$ cat src/rtl/spm_job_sequencer.sv
// Job sequencer for the SPM multiplier: queues operand pairs, drives SPM start/done,
// and returns each product (or a timeout marker) on a valid/ready result port.
module spm_job_sequencer #(
    parameter int unsigned W       = 32,
    parameter int unsigned DEPTH   = 4,
    parameter int unsigned TIMEOUT = 255
) (
    input  logic           clk,
    input  logic           rst,
    input  logic           in_valid,
    output logic           in_ready,
    input  logic [W-1:0]   in_mp,
    input  logic [W-1:0]   in_mc,
    output logic           spm_start,
    output logic [W-1:0]   spm_mp,
    output logic [W-1:0]   spm_mc,
    input  logic           spm_done,
    input  logic [2*W-1:0] spm_p,
    output logic           out_valid,
    input  logic           out_ready,
    output logic [2*W-1:0] out_p,
    output logic           out_timeout,
    output logic           busy
);

    localparam int unsigned AW = $clog2(DEPTH);
    localparam int unsigned CW = $clog2(DEPTH + 1);
    localparam int unsigned TW = (TIMEOUT < 1) ? 1 : $clog2(TIMEOUT + 1);
    localparam logic [CW-1:0] C_FULL = CW'(DEPTH);
    localparam logic [TW-1:0] T_MAX  = TW'(TIMEOUT);

    typedef enum logic [1:0] {
        S_IDLE,
        S_START,
        S_WAIT,
        S_OUT
    } state_t;

    state_t         r_state;
    state_t         w_next;

    logic [W-1:0]   r_mem_mp [DEPTH];
    logic [W-1:0]   r_mem_mc [DEPTH];
    logic [AW-1:0]  r_wr_ptr;
    logic [AW-1:0]  r_rd_ptr;
    logic [CW-1:0]  r_count;
    logic [TW-1:0]  r_timer;
    logic [W-1:0]   r_spm_mp;
    logic [W-1:0]   r_spm_mc;
    logic [2*W-1:0] r_out_p;
    logic           r_out_timeout;

    logic           w_push;
    logic           w_pop;
    logic           w_nonempty;
    logic           w_capture;
    logic           w_abort;

    assign w_nonempty  = (r_count != '0);
    assign in_ready    = (r_count != C_FULL);
    assign w_push      = in_valid && in_ready;

    assign spm_start   = (r_state == S_START);
    assign out_valid   = (r_state == S_OUT);
    assign spm_mp      = r_spm_mp;
    assign spm_mc      = r_spm_mc;
    assign out_p       = r_out_p;
    assign out_timeout = r_out_timeout;
    assign busy        = (r_state != S_IDLE) || w_nonempty;

    always_ff @(posedge clk) begin
        if (rst) begin
            r_state <= S_IDLE;
        end else begin
            r_state <= w_next;
        end
    end

    always_comb begin
        w_next    = r_state;
        w_pop     = 1'b0;
        w_capture = 1'b0;
        w_abort   = 1'b0;
        case (r_state)
            S_IDLE: begin
                if (w_nonempty) begin
                    w_next = S_START;
                    w_pop  = 1'b1;
                end
            end
            S_START: begin
                w_next = S_WAIT;
            end
            S_WAIT: begin
                // timer==0 on the first WAIT cycle masks a done left over from the previous job
                if (spm_done && (r_timer != '0)) begin
                    w_next    = S_OUT;
                    w_capture = 1'b1;
                end else if (r_timer == T_MAX) begin
                    w_next  = S_OUT;
                    w_abort = 1'b1;
                end
            end
            S_OUT: begin
                if (out_ready) begin
                    if (w_nonempty) begin
                        w_next = S_START;
                        w_pop  = 1'b1;
                    end else begin
                        w_next = S_IDLE;
                    end
                end
            end
            default: begin
                w_next = S_IDLE;
            end
        endcase
    end

    always_ff @(posedge clk) begin
        if (w_push) begin
            r_mem_mp[r_wr_ptr] <= in_mp;
            r_mem_mc[r_wr_ptr] <= in_mc;
        end
    end

    always_ff @(posedge clk) begin
        if (rst) begin
            r_wr_ptr      <= '0;
            r_rd_ptr      <= '0;
            r_count       <= '0;
            r_timer       <= '0;
            r_spm_mp      <= '0;
            r_spm_mc      <= '0;
            r_out_p       <= '0;
            r_out_timeout <= 1'b0;
        end else begin
            if (w_push) begin
                r_wr_ptr <= r_wr_ptr + AW'(1);
            end
            if (w_pop) begin
                r_spm_mp <= r_mem_mp[r_rd_ptr];
                r_spm_mc <= r_mem_mc[r_rd_ptr];
                r_rd_ptr <= r_rd_ptr + AW'(1);
            end
            case ({w_push, w_pop})
                2'b10:   r_count <= r_count + CW'(1);
                2'b01:   r_count <= r_count - CW'(1);
                default: r_count <= r_count;
            endcase

            if (r_state == S_START) begin
                r_timer <= '0;
            end else if (r_state == S_WAIT) begin
                r_timer <= r_timer + TW'(1);
            end

            if (w_capture) begin
                r_out_p       <= spm_p;
                r_out_timeout <= 1'b0;
            end else if (w_abort) begin
                r_out_p       <= '0;
                r_out_timeout <= 1'b1;
            end
        end
    end

endmodule

$ cat config.mk
export PLATFORM = sky130hd
export DESIGN_NAME = spm_job_sequencer
export DESIGN_NICKNAME = d
export VERILOG_FILES = /design/src/rtl/spm_job_sequencer.sv
export SDC_FILE = /design/constraint.sdc
export NUM_CORES = 1
export LEC_CHECK = 0
export CAP_MARGIN = 20
export CORE_MARGIN = 4
export CORE_UTILIZATION = 40
export DETAILED_ROUTE_END_ITERATION = 10
export MAX_ROUTING_LAYER = met4
export PLACE_DENSITY = 0.69
export SETUP_SLACK_MARGIN = 0.4
export SKIP_LAST_GASP = 1
export SLEW_MARGIN = 20
export SYNTH_ARGS = -nofsm -noshare
export SYNTH_HDL_FRONTEND = slang
export SYNTH_SLANG_ARGS = --single-unit
$ cat constraint.sdc
create_clock -name clk -period 3.93 [get_ports clk]
set_input_delay 0.393 -clock clk [delete_from_list [all_inputs] [get_ports clk]]
set_output_delay 0.393 -clock clk [all_outputs]
set_load 0.02 [all_outputs]
==> results of run 1 <==
[logic make-up after synthesis]
group,synth area share (%)
xor+xnor,0.7128
buf+inv,2.546
simple gates,8.672
flops,71.96
mux,9.979
fa+ha+maj,1.154
compound gates,4.981
[sequential cells by signal (all words and copies together), names as in the netlist]
register and cells:
r_mem_mc 128, r_mem_mp 128, out_p 64, spm_mc 32
spm_mp 32, r_timer 8, r_count 3, r_rd_ptr 2
r_state 2, r_wr_ptr 2, out_timeout 1
[Yosys cell counts, types with 2 or more instances]
cell type	number	share of area, %
buf_6	6	0.46
xnor2_1	6	0.36
a21oi_1	132	4.5
xor2_1	6	0.36
and4_1	3	0.18
buf_2	27	0.92
clkbuf_1	32	0.81
o21ai_0	2	0.068
nand3_1	67	2.3
nand2b_1	3	0.13
edfxtp_1	256	52
dfxtp_1	146	20
or3_1	3	0.13
inv_1	13	0.33
nand2_1	198	5.0
nor2_1	15	0.38
mux2i_1	3	0.20
ha_1	12	1.0
mux4_2	64	9.8
and3_1	5	0.21
[worst register-to-register path: cells and delay by family (launching register included)]
kind,cells,cell delay [ns]
compound gates,1,0.14
xor+xnor,1,0.16
fa+ha+maj,3,0.87
buf+inv,3,0.24
flops,1,0.42
simple gates,2,0.81
[final cells by class]
class | instances | share of cell area (%)
repair buffers | 280 | 14.54
inverters | 13 | 0.2534
clock buffers | 62 | 6.432
flip-flops and latches | 402 | 55.13
well taps | 468 | 3.040
multi-input cells | 533 | 19.72
diodes | 3 | 0.03898
clock inverters | 17 | 0.8510
[worst paths after layout]
path | from | end | slack [ns] | cells past startpoint
setup reg to reg | r_state[0] | r_count[2] | 1.20 | 10
hold reg to reg | spm_mp[24] | spm_mp[24] | 0.45 | 2
setup / recovery | r_state[0] | r_count[2] | 1.20 | 10
hold / removal | spm_p[60] | out_p[60] | 0.38 | 3
[per-layer routing]
layer,wire length (um),vias to the layer above
met1,14610,4382
met3,2730,52
met4,684,0
li1,-,4257
met2,16310,289
met5,0,-
[power by group through the flow]
stage	Clock [W]	Sequential, W	Combinational (W)
5_1_grt	0.00425	0.00559	0.00326
4_1_cts	0.00409	0.00554	0.00305
6_report	0.00396	0.00552	0.00297
3_3_place_gp	0	0.00560	0.00300
2_1_floorplan	0	0.00577	0.00152
3_5_place_dp	0	0.00562	0.00304
[metrics by stage]
step | power (W) | cells | instance area [um2] | util, % | setup WS, ns
floorplan | 0.007293 | 1014 | 14750 | - | 1.150
finish | 0.01245 | 1778 | 19260 | 52.73 | 1.202
CTS | 0.01267 | 1775 | 19250 | 52.71 | 1.202
detailed placement | 0.008656 | 1696 | 17850 | 48.87 | 1.158
global placement | 0.008594 | 1696 | 17840 | 48.86 | 1.201
global route | 0.01310 | 1778 | 19260 | 52.73 | 1.034
==> load_flow_metrics.sql, run 1 <==
INSERT INTO impl_metrics (metric_group, metric, value, unit) VALUES
('run_status', 'outcome', 'finished clean', ''),
('clock_network', 'cts.htree.levels', '2', ''),
('global_routing', 'gr-total-overflow', '0', ''),
('drt', 'firstDrtPassIters', '4', ''),
('floorplanning', 'top_level_ports', '266', ''),
('sta', 'final-hold-violation-count', '0', ''),
('drt', 'route.detailed.drc', '0', ''),
('floorplanning', 'coreArea', '36520', 'um2'),
('sta', 'slew-limit-headroom', '31.24', '%'),
('final_layout', 'n_fill_cell', '3045', ''),
('drt', 'drt_first_iter_violations', '397', ''),
('global_routing', 'most_heavily_used_metal_layer_in_global_routing', 'met2', ''),
('synthesis', 'synth_cell_type_count', '35', ''),
('floorplanning', 'die_x', '200', 'um'),
('synthesis', 'top_flip_flop_cell_by_instance_count_after_synthesis', 'edfxtp_1', ''),
('synthesis', 'syn-instance-count', '1014', ''),
('setup_path', 'worst_path_largest_cell_delay', '0.50', 'ns'),
('drt', 'drt-vias-per-instance', '5.051', ''),
('setup_path', 'cp-end-kind', 'register', ''),
('setup_path', 'timing.setup.critical_path_class', 'reg2reg', ''),
('power', 'power.sequential.fraction', '44.3', '%'),
('synthesis', 'synth_sequential_area_ratio', '71.96', '%'),
('sta', 'worst_clock_skew', '0.02153', 'ns'),
('drt', 'detailroute.via_count', '8980', ''),
('setup_path', 'worst-endpoint-required', '4.41', 'ns'),
('synthesis', 'asyncSetResetFlopFracSynth', '0', '%'),
('placement', 'place.detailed.hpwl', '20.37', 'mm'),
('synthesis', 'avgSynthCellArea', '14.54', 'um2'),
('final_layout', 'layout-drive-gt1-share', '12.09', '%'),
('synthesis', 'post_synth_instance_area', '14750', 'um2'),
('sta', 'report.final.slew_viol_count', '0', ''),
('drt', 'route.final.wire_length', '34.33', 'mm'),
('synthesis', 'synth_edf_count', '256', ''),
('synthesis', 'yosysWarnings', '0', ''),
('global_routing', 'grt_antenna_before_repair', '3', ''),
('global_routing', 'groute.usage.overall', '17.20', '%'),
('sta', 'max_freq', '366.5', 'MHz'),
('drt', 'detail-route-antenna-nets', '0', ''),
('global_routing', 'global_route_met3_usage', '4.918', '%'),
('floorplanning', 'number_of_core_rows', '70', ''),
('sta', 'final-setup-viol-count', '0', ''),
('final_layout', 'seqCellArea', '10620', 'um2'),
('power', 'ir_drop', '539.8', 'uV'),
('clock_network', 'clock_sinks', '402', ''),
('floorplanning', 'dieHeight', '200', 'um'),
('global_routing', 'grt_first_pass_wirelength', '51.33', 'mm'),
('placement', 'gp_routability_congestion', '0.7925', ''),
('clock_network', 'clk_pin_slew', '0.06', 'ns'),
('sta', 'timing.final.crit_period', '2.728', 'ns'),
('sta', 'unrepaired_setup_endpoints_after_global_routing', 'false', ''),
('final_layout', 'leading_cell_type_in_the_layout_fill_and_taps_excluded', 'clkdlybuf4s50_1', ''),
('power', 'power_switching', '0.003659', 'W'),
('clock_network', 'cts-root-buf', 'clkbuf_16', ''),
('clock_network', 'cts_resized', '0', ''),
('final_layout', 'most-common-layout-cells', 'clkdlybuf4s50_1, edfxtp_1, nand2_1', ''),
('global_routing', 'first_global_vias', '8986', ''),
('clock_network', 'clock_insertion_delay_worst_skew', '0.56', 'ns'),
('sta', 'fin_crit_sh', '69.43', '%'),
('drt', 'wl_per_cell', '19.31', 'um'),
('final_layout', 'multiInputGateArea', '3797', 'um2'),
('setup_path', 'critical_path_data_arrival_time', '3.21', 'ns'),
('clock_network', 'cts_setup_buffers', '0', ''),
('synthesis', 'synth_net_count', '1160', ''),
('setup_path', 'chain_of_cells_forming_the_critical_path', 'inv_1 > ha_1 > or3_2 > inv_2 > ha_1 > inv_1 > fa_1 > xor2_1 > or3_1 > a21oi_1', ''),
('min_path', 'timing.hold.worst.class', 'in2reg', ''),
('power', 'switching_share', '29.39', '%'),
('power', 'combPwrFrac', '23.9', '%'),
('global_routing', 'grt_util_met2', '27.78', '%'),
('global_routing', 'pin_count_of_the_biggest_net_entering_global_routing', '74', ''),
('setup_path', 'timing.critical_path.slowest_stage_cell', 'or3_2', ''),
('sta', 'timing_worst_slew_pin_value', '1.031', 'ns');
Power figures use the tool's default switching activity.
==> inputs of run 2 (changes only) <==
--- a/config.mk
+++ b/config.mk
@@ -10,7 +10,7 @@
 export CORE_UTILIZATION = 40
 export DETAILED_ROUTE_END_ITERATION = 10
 export MAX_ROUTING_LAYER = met4
-export PLACE_DENSITY = 0.69
+export PLACE_DENSITY = 0.71
 export SETUP_SLACK_MARGIN = 0.4
 export SKIP_LAST_GASP = 1
 export SLEW_MARGIN = 20
==> constraint.sdc (replaced) <==
create_clock -name clk -period 2.3 [get_ports clk]
set_input_delay 0.23 -clock clk [delete_from_list [all_inputs] [get_ports clk]]
set_output_delay 0.23 -clock clk [all_outputs]
set_load 0.02 [all_outputs]
==> run 2 against run 1 <==
Total power is 77% higher. Routed wire length is 17% higher. Global-route usage is 1.4 points higher. Via count is 8.3% higher. Clock skew is 0.0052 ns higher. Cell count is 2.8% higher. Critical path type unchanged.
==> load_flow_metrics.sql, run 2 (same netlist as run 1, synthesis figures left out) <==
INSERT INTO impl_metrics (metric_group, metric, value, unit) VALUES
('setup_path', 'worst-endpoint-required', '2.77', 'ns'),
('setup_path', 'worst_setup_sp_type', 'register', ''),
('clock_network', 'clock_insertion_delay_worst_skew', '0.57', 'ns'),
('run_status', 'outcome', 'finished clean', ''),
('setup_path', 'regToRegStartpoint', 'r_state[1]', ''),
('drt', 'route.final.wire_length', '40.30', 'mm'),
('final_layout', 'n_fill_cell', '2798', ''),
('power', 'switching_share', '30.09', '%'),
('power', 'power_density', '1052', 'nW/um2'),
('final_layout', 'final_nets', '1474', ''),
('min_path', 'timing.hold.worst.class', 'in2reg', ''),
('floorplanning', 'fp.dieArea', '40000', 'um2'),
('placement', 'place_worst_setup_slack', '-0.2498', 'ns'),
('sta', 'max_freq', '452.2', 'MHz'),
('clock_network', 'clk_pin_slew', '0.06', 'ns'),
('power', 'p_leak', '6.936', 'nW'),
('placement', 'place.detailed.hpwl', '21.35', 'mm'),
('sta', 'unrepaired_setup_endpoints_after_global_routing', 'true', ''),
('floorplanning', 'effective_utilization_at_floorplan', '40.37', '%'),
('floorplanning', 'number_of_core_rows', '70', ''),
('final_layout', 'area_growth_syn_to_layout', '42.30', '%'),
('floorplanning', 'die_x', '200', 'um'),
('final_layout', 'final_core_util', '57.45', '%'),
('drt', 'route.detailed.drc', '0', ''),
('run', 'drv_cap', '0', ''),
('floorplanning', 'dieHeight', '200', 'um'),
('sta', 'slew-limit-headroom', '39.39', '%'),
('power', 'ir_drop', '674.8', 'uV'),
('final_layout', 'leading_cell_type_in_the_layout_fill_and_taps_excluded', 'clkdlybuf4s50_1', ''),
('setup_path', 'critical_path_data_arrival_time', '2.69', 'ns'),
('final_layout', 'finish.instance_area', '20980', 'um2'),
('final_layout', 'most-common-layout-cells', 'clkdlybuf4s50_1, edfxtp_1, nand2_1', ''),
('power', 'internal_power', '0.01543', 'W'),
('setup_path', 'worst-r2r-setup-slack', '0.09', 'ns'),
('global_routing', 'first_global_vias', '9745', ''),
('global_routing', 'groute.usage.overall', '18.58', '%'),
('floorplanning', 'top_level_ports', '266', ''),
('placement', 'gp_routability_congestion', '0.7592', ''),
('global_routing', 'grt_first_pass_wirelength', '55.43', 'mm'),
('global_routing', 'gr-total-overflow', '0', ''),
('floorplanning', 'coreArea', '36520', 'um2'),
('sta', 'timing.final.crit_period', '2.212', 'ns'),
('clock_network', 'cts-root-buf', 'clkbuf_16', ''),
('global_routing', 'pin_count_of_the_biggest_net_entering_global_routing', '65', ''),
('clock_network', 'cts_hold_repair.buffers', '0', ''),
('drt', 'drt_first_iter_violations', '393', ''),
('setup_path', 'worst_r2r_endpoint', 'r_count[2]', ''),
('drt', 'firstDrtPassIters', '5', ''),
('global_routing', 'grt_antenna_before_repair', '1', ''),
('power', 'share_clk_of_total_power', '29.5', '%'),
('clock_network', 'tritoncts', 'done', ''),
('clock_network', 'cts.htree.levels', '2', ''),
('setup_path', 'cp-end-kind', 'register', ''),
('min_path', 'holdCritStartpoint', 'rst', ''),
('sta', 'timing_worst_slew_pin_value', '0.9091', 'ns'),
('drt', 'detail-route-antenna-nets', '0', ''),
('min_path', 'hold_path_depth', '2', ''),
('power', 'power_switching', '0.006642', 'W'),
('setup_path', 'path_depth_of_the_worst_reg2reg_path', '11', ''),
('min_path', 'worstHoldEndpoint', 'r_rd_ptr[0]', ''),
('setup_path', 'timing.setup.critical_path_class', 'reg2reg', ''),
('final_layout', 'layout-drive-gt1-share', '26.64', '%'),
('drt', 'wl_per_cell', '22.05', 'um'),
('sta', 'fin_crit_sh', '96.15', '%'),
('power', 'power.sequential.fraction', '42.1', '%'),
('sta', 'final-hold-violation-count', '0', ''),
('placement', 'numPortBuffers', '265', ''),
('sta', 'post-route-worst-setup-slack', '0.08850', 'ns'),
('clock_network', 'cts_inserted_buffers', '42', ''),
('sta', 'worst_clock_skew', '0.02669', 'ns'),
('drt', 'drt-vias-per-instance', '5.320', ''),
('setup_path', 'crit_fanout', '3', ''),
('sta', 'report.final.slew_viol_count', '0', ''),
('clock_network', 'cts-root-to-sink-buffers', '3', ''),
('clock_network', 'clock_sinks', '402', ''),
('sta', 'final-setup-viol-count', '0', ''),
('placement', 'place_area', '18240', 'um2'),
('power', 'combPwrFrac', '28.3', '%'),
('drt', 'detailroute.via_count', '9725', '');
-- run 2: worst max-delay path: stages (launching register included) --
cell	delay, ns
dfxtp_4	0.36
inv_4	0.06
ha_4	0.14
a21oi_4	0.03
or3_4	0.41
inv_4	0.07
ha_4	0.12
inv_2	0.04
fa_2	0.32
xor2_1	0.15
or3_1	0.30
a21oi_1	0.13
-- run 2: final cells by class --
type,instances,area (um2),area share [%]
sequential,402,10630,50.66
multi-input combinational,533,4593,21.89
timing repair buffer,336,3781,18.02
clock buffer,55,1131,5.391
tap,468,585.6,2.791
clock inverter,20,202.7,0.9660
inverter,13,56.30,0.2683
antenna,1,2.502,0.01193
-- run 2: metrics by stage --
stage	setup TNS [ns]	hold WS (ns)	cells	total power, W
final	0	0.1536	1828	0.02207
after CTS	0	0.1245	1813	0.02198
after detailed placement	-0.3688	0.4467	1718	0.01522
after global routing	-0.01433	0.1643	1828	0.02316
after floorplan	-0.006165	0.3289	1014	0.01256
after global placement	-0.3029	0.4428	1718	0.01512
-- run 2: power by group through the flow --
stage | combinational [W] | clock [W] | sequential (W)
finish | 0.00625 | 0.00652 | 0.00930
global route | 0.00674 | 0.00701 | 0.00941
CTS | 0.00595 | 0.00671 | 0.00932
detailed placement | 0.00577 | 0 | 0.00945
global placement | 0.00572 | 0 | 0.00940
floorplan | 0.00270 | 0 | 0.00986
-- run 2: timing repair --
item                                    4_1_cts  5_1_grt
resized for setup                            34      183
endpoints found under the setup margin      127      138
setup buffers                                11        5
cloned                                        9        9
pin swaps                                     4       97
-- run 2: worst max path at each step --
stage                           from          to  slack (ns)  depth (start not counted)
after global placement     out_ready  r_count[2]       -0.22                         10
final                     r_state[1]  r_count[2]        0.09                         11
after global routing      r_state[1]  r_count[2]       -0.01                         11
after CTS                 r_state[1]  r_count[2]        0.11                         11
after detailed placement   out_ready  r_count[2]       -0.25                         10
after floorplan           r_state[0]  r_count[2]      -0.006                         11
-- run 2: layer usage --
| layer | routed length, um | track usage [%] | up-vias |
|---|---|---|---|
| li1 | - | - | 4366 |
| met1 | 16050 | 22.05 | 4899 |
| met2 | 20210 | 31.34 | 374 |
| met3 | 2724 | 4.230 | 86 |
| met4 | 1317 | 6.541 | 0 |
| met5 | 0 | - | - |
